**src/rtl/uart_pkg.sv**
```systemverilog
// Definitions shared by the UART receive and transmit blocks.
// UART_TX_PARITY_EN selects the 11-bit even-parity transmit frame.
package uart_pkg;

  typedef enum logic [2:0] {
    IDLE,
    START,
    DATA,
    PARITY,
    STOP
  } uart_state_e;

  localparam int CLKS_PER_BIT_DEF = 217;
  localparam int DATA_BITS        = 8;

endpackage

```
**src/rtl/byte_fifo.sv**
```systemverilog
// Synchronous FIFO with registered pointers and a count one bit wider
// than the pointers; DEPTH must be a power of two.
module byte_fifo #(
  parameter int DEPTH  = 4,
  parameter int DATA_W = 8
) (
  input  logic                   i_clk,
  input  logic                   i_rst_n,
  input  logic                   i_push,
  input  logic                   i_pop,
  input  logic [DATA_W-1:0]      i_data,
  output logic [DATA_W-1:0]      o_head,
  output logic [$clog2(DEPTH):0] o_count,
  output logic                   o_full,
  output logic                   o_empty
);

  localparam int PTR_W = $clog2(DEPTH);

  logic [DATA_W-1:0] mem_q [DEPTH];
  logic [PTR_W-1:0]  wr_ptr_q, wr_ptr_d;
  logic [PTR_W-1:0]  rd_ptr_q, rd_ptr_d;
  logic [PTR_W:0]    count_q, count_d;
  logic              do_push, do_pop;

  assign o_empty = (count_q == '0);
  assign o_full  = (count_q == (PTR_W+1)'(DEPTH));
  assign do_pop  = i_pop && !o_empty;
  // A full FIFO still takes a write when the head leaves in the same cycle.
  assign do_push = i_push && (!o_full || do_pop);

  always_comb begin
    wr_ptr_d = wr_ptr_q;
    rd_ptr_d = rd_ptr_q;
    count_d  = count_q;
    if (do_push) wr_ptr_d = wr_ptr_q + PTR_W'(1);
    if (do_pop)  rd_ptr_d = rd_ptr_q + PTR_W'(1);
    case ({do_push, do_pop})
      2'b10:   count_d = count_q + (PTR_W+1)'(1);
      2'b01:   count_d = count_q - (PTR_W+1)'(1);
      default: count_d = count_q;
    endcase
  end

  always_ff @(posedge i_clk or negedge i_rst_n) begin
    if (!i_rst_n) begin
      wr_ptr_q <= '0;
      rd_ptr_q <= '0;
      count_q  <= '0;
    end else begin
      wr_ptr_q <= wr_ptr_d;
      rd_ptr_q <= rd_ptr_d;
      count_q  <= count_d;
    end
  end

  always_ff @(posedge i_clk) begin
    if (do_push) mem_q[wr_ptr_q] <= i_data;
  end

  assign o_head  = mem_q[rd_ptr_q];
  assign o_count = count_q;

endmodule

```
**src/rtl/uart_echo_tx.sv**
```systemverilog
// Buffers received bytes and re-sends each one as an 8N1 UART frame, LSB first.
// Defining UART_TX_PARITY_EN inserts an even-parity bit before the stop bit.
module uart_echo_tx
  import uart_pkg::*;
#(
  parameter int CLKS_PER_BIT = CLKS_PER_BIT_DEF,
  parameter int FIFO_DEPTH   = 4
) (
  input  logic                        i_clk,
  input  logic                        i_rst_n,
  input  logic                        i_rx_dv,
  input  logic [7:0]                  i_rx_byte,
  output logic                        o_tx_serial,
  output logic                        o_tx_active,
  output logic                        o_tx_done,
  output logic [$clog2(FIFO_DEPTH):0] o_fifo_count,
  output logic                        o_overflow
);

  localparam int BAUD_W = (CLKS_PER_BIT > 1) ? $clog2(CLKS_PER_BIT) : 1;
  localparam logic [BAUD_W-1:0] BAUD_LAST = BAUD_W'(CLKS_PER_BIT - 1);
  localparam logic [2:0]        BIT_LAST  = 3'(DATA_BITS - 1);

  uart_state_e       state_q, state_d;
  logic [BAUD_W-1:0] baud_q, baud_d;
  logic [2:0]        bit_q, bit_d;
  logic [7:0]        shift_q, shift_d;
  logic              done_q, done_d;
  logic              ovf_q, ovf_d;
`ifdef UART_TX_PARITY_EN
  logic              parity_q, parity_d;
`endif
  logic              baud_tick, pop, tx_line;
  logic [7:0]        fifo_head;
  logic              fifo_full, fifo_empty;

  byte_fifo #(
    .DEPTH  (FIFO_DEPTH),
    .DATA_W (8)
  ) u_fifo (
    .i_clk   (i_clk),
    .i_rst_n (i_rst_n),
    .i_push  (i_rx_dv),
    .i_pop   (pop),
    .i_data  (i_rx_byte),
    .o_head  (fifo_head),
    .o_count (o_fifo_count),
    .o_full  (fifo_full),
    .o_empty (fifo_empty)
  );

  assign baud_tick = (baud_q == BAUD_LAST);
  assign ovf_d     = ovf_q | (i_rx_dv & fifo_full & ~pop);

  always_comb begin
    state_d = state_q;
    baud_d  = baud_q;
    bit_d   = bit_q;
    shift_d = shift_q;
    done_d  = 1'b0;
    pop     = 1'b0;
    tx_line = 1'b1;
`ifdef UART_TX_PARITY_EN
    parity_d = parity_q;
`endif
    if (state_q != IDLE) baud_d = baud_tick ? '0 : baud_q + BAUD_W'(1);
    case (state_q)
      IDLE: begin
        if (!fifo_empty) begin
          pop     = 1'b1;
          shift_d = fifo_head;
          bit_d   = '0;
          baud_d  = '0;
`ifdef UART_TX_PARITY_EN
          parity_d = ^fifo_head;
`endif
          state_d = START;
        end
      end
      START: begin
        tx_line = 1'b0;
        if (baud_tick) state_d = DATA;
      end
      DATA: begin
        tx_line = shift_q[0];
        if (baud_tick) begin
          shift_d = {1'b0, shift_q[7:1]};
          bit_d   = bit_q + 3'd1;
`ifdef UART_TX_PARITY_EN
          if (bit_q == BIT_LAST) state_d = PARITY;
`else
          if (bit_q == BIT_LAST) state_d = STOP;
`endif
        end
      end
`ifdef UART_TX_PARITY_EN
      PARITY: begin
        tx_line = parity_q;
        if (baud_tick) state_d = STOP;
      end
`endif
      STOP: begin
        if (baud_tick) begin
          state_d = IDLE;
          done_d  = 1'b1;
        end
      end
      default: state_d = IDLE;
    endcase
  end

  always_ff @(posedge i_clk or negedge i_rst_n) begin
    if (!i_rst_n) begin
      state_q <= IDLE;
      baud_q  <= '0;
      bit_q   <= '0;
      done_q  <= 1'b0;
      ovf_q   <= 1'b0;
    end else begin
      state_q <= state_d;
      baud_q  <= baud_d;
      bit_q   <= bit_d;
      done_q  <= done_d;
      ovf_q   <= ovf_d;
    end
  end

  // Frame payload needs no reset: it is only observed outside IDLE.
  always_ff @(posedge i_clk) begin
    shift_q <= shift_d;
`ifdef UART_TX_PARITY_EN
    parity_q <= parity_d;
`endif
  end

  assign o_tx_serial = tx_line;
  assign o_tx_active = (state_q != IDLE);
  assign o_tx_done   = done_q;
  assign o_overflow  = ovf_q;

endmodule

```
**config.mk**
```make
export PLATFORM = sky130hd
export DESIGN_NAME = uart_echo_tx
export DESIGN_NICKNAME = d
export VERILOG_FILES = /design/src/rtl/uart_pkg.sv /design/src/rtl/byte_fifo.sv /design/src/rtl/uart_echo_tx.sv
export SDC_FILE = /design/constraint.sdc
export NUM_CORES = 1
export LEC_CHECK = 0
export BUFFER_PORTS_ARGS = -buffer_cell sky130_fd_sc_hd__buf_2
export CAP_MARGIN = 30
export CORE_MARGIN = 2
export CORE_UTILIZATION = 45
export CTS_CLUSTER_DIAMETER = 150
export CTS_CLUSTER_SIZE = 10
export DETAILED_ROUTE_END_ITERATION = 8
export GPL_TIMING_DRIVEN = 1
export PLACE_DENSITY = 0.62
export SLEW_MARGIN = 5
export SYNTH_ARGS = -nofsm -noshare
export SYNTH_HDL_FRONTEND = slang
export SYNTH_SLANG_ARGS = --single-unit
```
**constraint.sdc**
```tcl
create_clock -name i_clk -period 5.18 [get_ports i_clk]
set_input_delay 0.259 -clock i_clk [delete_from_list [all_inputs] [get_ports i_clk]]
set_output_delay 0.259 -clock i_clk [all_outputs]
set_load 0.005 [all_outputs]
```
==> metrics.cfg, run 1 <==
[synthesis]
synth_cells=199
synth_cell_types=50
syn_area_um2=2875
synth_ff_type=edfxtp_1
ys_warn_count=0
syn_area_per_cell_um2=14.45
async_reset_ff_frac=0.3651
ys_ff_latch=63
syn-num-nets=219
synth_edf_count=40
yosysSeqAreaShare=0.6179

[pwr]
internal-power_mw=1.205
total_power_mw=1.691
pwr-share-seq=0.461
p_leak_nw=1.198
p_comb_frac=0.231
power_density_nw_per_um2=518.1
clockPowerShare=0.308
power_switching_uw=485.2
peakVddDrop_uv=252.5
swShare=0.2870

[sta]
tns_ns=0
worstMarginPinSlew_ns=0.7614
rsz0062_at_grt=no
final-setup-viol-count=0
clock_skew_ns=0.01011
drv_slew=0
finalWorstSetupSlack_ns=2.735
finalHoldWorstSlack_ns=0.1340
finalCritPeriodShare=0.4719
period_minus_slack_ns=2.445
max_slew_margin=0.4924
max_freq_mhz=409.1
hold_violations=0

[min_path]
worstHoldPathType=in2reg

[routing]
drt-total-wl_mm=4.705
routedWlPerCell_um=15.58
first_iter_violations=116
dr.pass1.iters=4
via_count=1640
vias_per_cell=5.430
final_antenna_net_count=0
remaining_drc_errors=0

[clock_tree]
post_cts_resized=0
clk_latency_ns=0.34
cts_tree=built
cts_sinks=63
cts_buffers=9
clockBufferDepth=2
htree_levels=3
clk_pin_slew_ns=0.07
cts_root_buf=clkbuf_8

[worst_setup_path]
cpMostUsedCell=o221ai_1
cp_slowest_cell=dfrtp_1
crit_chain=nor3_4, inv_4, nor2_4, nand2_1, fa_1, nand2b_1, o221ai_1, o221ai_1
crit_required_ns=5.38
cp.arrival_ns=2.64
cpPeakStageDelay_ns=0.50
critPathLaunchType=register
crit_fanout=13
critPathKind=reg2reg
worstSetupEndpointType=register

[grt]
grt_pass1_wl_mm=7.962
grt_max_degree=24
antenna_found_initial=0
grt_pass1_vias=1624
grt_remaining_overflow=0
grt_usage=0.1479

[layout]
num-nets-final=240
multiInputGateArea_um2=1007
utilization=0.5198
final_layout_size_suffix_gt1_frac=0.2711
area_delta_synth_final_pct=13.49
seqCellArea_um2=1777
fill_cells=533
diodes=0

[outcome]
outcome=finished, final reports clean

[floorplan]
core-area_um2=6277
dieArea_um2=7045
fp.dieH_um=83.94
start_util=0.4580
num_rows=29
die_x_um=83.94
io_pins=18

[run]
maxCapViolations=0

[place]
dp_hpwl_mm=3.142
place.gp.congestion=0.8086
post-place-ws_ns=2.723
io_buffer_count=17

worst max-delay path, delay by kind of cell (launching register included):
family / cells / cell delay (ns)
AO/OA/AOI/OAI: 2 / 0.33
adder cells (fa/ha/maj): 1 / 0.39
buffers and inverters: 1 / 0.17
flip-flops: 1 / 0.50
AND/OR/NAND/NOR: 4 / 0.93
stage by stage:
step                cells  area, um2
floorplan             199       2875
global placement      285       3005
detailed placement    285       3005
CTS                   302       3263
global route          302       3263
finish                302       3263
logic make-up after synthesis:
kind of cell / count (synthesis) / synth area share
AOI/OAI and AO/OA: 38 / 0.1031
xor gates and xnor gates: 6 / 0.01828
adders and majority gates: 9 / 0.04178
buffers and inverters: 18 / 0.03176
DFF: 63 / 0.6179
muxes: 16 / 0.09356
and+or+nand+nor: 49 / 0.09356
area by class of cell:
| type | count | share of cell area |
|---|---|---|
| clock buffer | 11 | 0.04333 |
| multi-input combinational | 118 | 0.3087 |
| sequential | 63 | 0.5445 |
| clock inverter | 5 | 0.03259 |
| inverter | 10 | 0.01227 |
| tap | 77 | 0.02952 |
| timing repair buffer | 18 | 0.02914 |
worst paths after layout:
path,start,end,slack [ns],cells after the start
worst max register to register,state_q[0]$_DFFE_PN0P_,u_fifo.o_count[2]$_DFFE_PN0P_,2.74,8
max in group asynchronous,i_rst_n,u_fifo.o_count[1]$_DFFE_PN0P_,4.38,2
min in group asynchronous,i_rst_n,bit_q[1]$_DFFE_PN0P_,0.44,2
worst max-delay path,state_q[0]$_DFFE_PN0P_,u_fifo.o_count[2]$_DFFE_PN0P_,2.74,8
worst min register to register,o_overflow$_DFF_PN0_,o_overflow$_DFF_PN0_,0.47,1
worst min-delay path,i_rx_byte[2],u_fifo.mem_q[2][2]$_DFFE_PP_,0.13,1
layer usage:
metal / GRT usage / wire (um) / up-vias
met2: 0.2065 / 2093 / 24
met1: 0.2125 / 2358 / 807
met4: 0.06305 / 68 / 0
met5: 0 / 0 / -
li1: - / - / 799
met3: 0.04847 / 185 / 10
cell usage after synthesis, drive strengths merged, types with 2 or more instances:
cell type  instances  area share
a21oi              4      0.0070
ha                 8       0.035
o2bb2ai            2      0.0061
inv               10       0.014
clkbuf             4      0.0057
o21a               2      0.0052
a211o              2      0.0065
nand2             14       0.018
mux4               8       0.063
o22ai              3      0.0065
a31oi              6       0.018
mux2               7       0.027
nand3              4      0.0070
a31o               2      0.0061
edfxtp            40        0.42
nor2b              2      0.0044
or2                3      0.0065
and2               4      0.0087
xnor2              4       0.012
xor2               2      0.0061
dfrtp             23        0.20
nor2               8       0.013
nor3               9       0.023
buf                4       0.012
o221ai             2      0.0061
o21ai              7       0.013
flip-flops by register name, indices dropped and copies added, names as in the netlist:
signal and flops:
state_q 3, o_overflow 1, u_fifo.mem_q 32, bit_q 3
o_tx_done 1, shift_q 8, u_fifo.o_count 3, baud_q 8
u_fifo.wr_ptr_q 2, u_fifo.rd_ptr_q 2
placed cells by master, fill, tap and decap left out, types with 2 or more instances in the layout:
cell type	synthesis	routed
a21oi_1	4	4
a31oi_1	5	5
ha_1	8	8
a31o_2	2	2
mux4_2	8	8
o21a_1	2	2
nor2b_1	2	2
nand3_1	4	4
o2bb2ai_1	2	2
mux2_2	7	7
o22ai_1	3	3
xor2_1	2	2
clkbuf_8	0	10
xnor2_1	4	4
nor2_1	7	7
nor3_4	2	2
buf_2	1	17
or2_2	3	3
and2_1	4	4
edfxtp_1	40	40
dfrtp_1	23	23
o21ai_0	6	6
bufinv_16	0	3
inv_1	9	9
nor3_1	7	7
nand2_1	14	14
o221ai_1	2	2
repair_timing:
action,4_1_cts,5_1_grt
endpoints found under the setup margin,0,0
endpoints found under the hold margin,23,0
hold buffers,1,0
setup buffers,0,0
power groups by stage:
| stage | Clock (mW) | Sequential [mW] | Combinational [mW] |
|---|---|---|---|
| after floorplan | 0 | 0.727 | 0.359 |
| after global placement | 0 | 0.787 | 0.388 |
| after detailed placement | 0 | 0.791 | 0.394 |
| after CTS | 0.532 | 0.781 | 0.397 |
| after global routing | 0.558 | 0.794 | 0.442 |
| final | 0.521 | 0.779 | 0.391 |
No activity file was read; power rests on OpenSTA's default activity.
==> inputs of run 2 (changes only) <==
Clock period 5.18 ns to 2.5 ns, I/O delays scaled along.
==> metrics.cfg, run 2 (same netlist as run 1, synthesis figures left out) <==
[routing]
remaining_drc_errors=0  ; unchanged
via_count=1693  ; +3.2%
dr.pass1.iters=4  ; unchanged
vias_per_cell=5.426  ; about the same
final_antenna_net_count=0  ; unchanged
wl_met2_mm=2.280  ; +8.9%
wl_met1_mm=2.558  ; +8.5%
drt-total-wl_mm=5.074  ; +7.8%
first_iter_violations=76  ; -34%
wl_met3_um=177  ; -4.3%
routedWlPerCell_um=16.26  ; +4.4%
highest_layer=met4

[sta]
drv_slew=0  ; unchanged
rsz0062_at_grt=no
period_minus_slack_ns=2.214  ; -0.2302 ns
tns_ns=0  ; unchanged
final-setup-viol-count=0  ; unchanged
hold_violations=0  ; unchanged
finalHoldWorstSlack_ns=0.1528  ; +0.01882 ns
max_freq_mhz=451.6  ; +10%
max_slew_margin=0.6295  ; +0.1371
finalWorstSetupSlack_ns=0.2857  ; -2.450 ns
worstMarginPinSlew_ns=0.5558  ; -0.2056 ns
finalCritPeriodShare=0.8857  ; +0.4138
clock_skew_ns=0.01098  ; +0.0008712 ns

[layout]
num-nets-final=250  ; +4.2%
top_register=u_fifo.mem_q
seqCellArea_um2=1777  ; unchanged
largest_register_ffs=32  ; unchanged
area_delta_synth_final_pct=14.58
layoutNonFillerInstCount=312  ; +3.3%
final_layout_size_suffix_gt1_frac=0.2723  ; +0.001229
multiInputGateArea_um2=1007  ; unchanged
layout_common_cells=40 x edfxtp_1, 23 x dfrtp_1, 17 x buf_2
fill_cells=539  ; +1.1%
diodes=0  ; unchanged
final_common_cell=edfxtp_1
utilization=0.5248  ; +0.004983
design_area_um2=3294  ; +0.96%
reg_top3=u_fifo.mem_q: 32 flops, baud_q: 8 flops, shift_q: 8 flops

[place]
placed_area_um2=3020  ; +0.50%
post-place-ws_ns=0.2960  ; -2.427 ns
place.gp.congestion=0.7903  ; -2.3%
dp_hpwl_mm=3.510  ; +12%
io_buffer_count=17  ; unchanged
dp.cells=287  ; +0.70%

[worst_setup_path]
crit_required_ns=2.71  ; -2.67 ns
worstSetupEndpointType=register
critPathKind=reg2reg
critPathLaunchType=register
crit_fanout=13  ; unchanged
r2r_slack_ns=0.29  ; -2.45 ns
r2r-start=state_q[0]$_DFFE_PN0P_
regToRegEndpoint=u_fifo.o_count[2]$_DFFE_PN0P_
cp.arrival_ns=2.42  ; -0.22 ns
worstRegToRegCells=8  ; unchanged

[floorplan]
die_x_um=83.94  ; unchanged
start_util=0.4580  ; unchanged
core-area_um2=6277  ; unchanged
fp.dieH_um=83.94  ; unchanged
num_rows=29  ; unchanged
dieArea_um2=7045  ; unchanged
io_pins=18  ; unchanged

[pwr]
swShare=0.3268  ; +0.03982
peakVddDrop_uv=589.8  ; +130%
power_density_nw_per_um2=990.0  ; +91%
p_comb_frac=0.252  ; +0.021
p_leak_nw=1.214  ; +1.3%
clockPowerShare=0.253  ; -0.055
internal-power_mw=2.196  ; +82%
power_switching_mw=1.066  ; +120%
total_power_mw=3.261  ; +93%
pwr-share-seq=0.495  ; +0.034

[outcome]
outcome=finished, final reports clean

[clock_tree]
post_cts_buffers=0  ; unchanged
clk_pin_slew_ns=0.08  ; about the same
holdBufCountCts=7  ; +6
cts_buffers=9  ; unchanged
post_cts_resized=0  ; unchanged
htree_levels=3  ; unchanged
clk_latency_ns=0.34  ; about the same
cts_tree=built
cts_sinks=63  ; unchanged
cts_root_buf=clkbuf_8
clockBufferDepth=2  ; unchanged

[grt]
grt_max_degree=24  ; unchanged
grt_remaining_overflow=0  ; unchanged
grt_usage=0.1598  ; +0.01190
grt_pass1_vias=1684  ; +3.7%
grt_pass1_wl_mm=8.631  ; +8.4%
antenna_found_initial=0  ; unchanged

[min_path]
hold_depth=2  ; +1
worstHoldPathType=in2reg
min_to=o_overflow$_DFF_PN0_
min_from=i_rx_dv

[run]
maxCapViolations=0  ; unchanged

-- run 2: power by group through the flow --
stage          clock network, mW  registers, mW  logic, mW
2_1_floorplan                  0           1.51      0.745
3_3_place_gp                   0           1.63      0.800
3_5_place_dp                   0           1.64      0.820
4_1_cts                    0.853           1.62      0.830
5_1_grt                    0.907           1.66      0.919
6_report                   0.827           1.61      0.822
-- run 2: metal layers --
layer,vias to the layer above,GRT usage
met4,0,0.05279
met1,830,0.2377
met2,32,0.2145
met3,8,0.06231
met5,-,0
li1,823,-
-- run 2: worst max path at each step --
stage	startpoint	end	slack, ns
3_5_place_dp	state_q[0]$_DFFE_PN0P_	u_fifo.o_count[2]$_DFFE_PN0P_	0.30
3_3_place_gp	state_q[0]$_DFFE_PN0P_	u_fifo.o_count[2]$_DFFE_PN0P_	0.38
6_report	state_q[0]$_DFFE_PN0P_	u_fifo.o_count[2]$_DFFE_PN0P_	0.29
2_1_floorplan	state_q[0]$_DFFE_PN0P_	u_fifo.o_count[2]$_DFFE_PN0P_	0.25
4_1_cts	state_q[0]$_DFFE_PN0P_	u_fifo.o_count[2]$_DFFE_PN0P_	0.28
5_1_grt	state_q[0]$_DFFE_PN0P_	u_fifo.o_count[2]$_DFFE_PN0P_	0.14
-- run 2: final cells by class --
type	count	share of cell area
sequential	63	0.5393
timing repair buffer	28	0.05773
multi-input combinational	118	0.3057
clock buffer	9	0.03760
tap	77	0.02924
inverter	10	0.01215
clock inverter	7	0.01823
-- run 2: critical path: stages (launching register included) --
cell	delay (ns)
dfrtp_1	0.51
nor3_4	0.29
inv_4	0.13
nor2_4	0.16
nand2_1	0.08
fa_1	0.38
nand2b_1	0.18
o221ai_1	0.20
o221ai_1	0.15
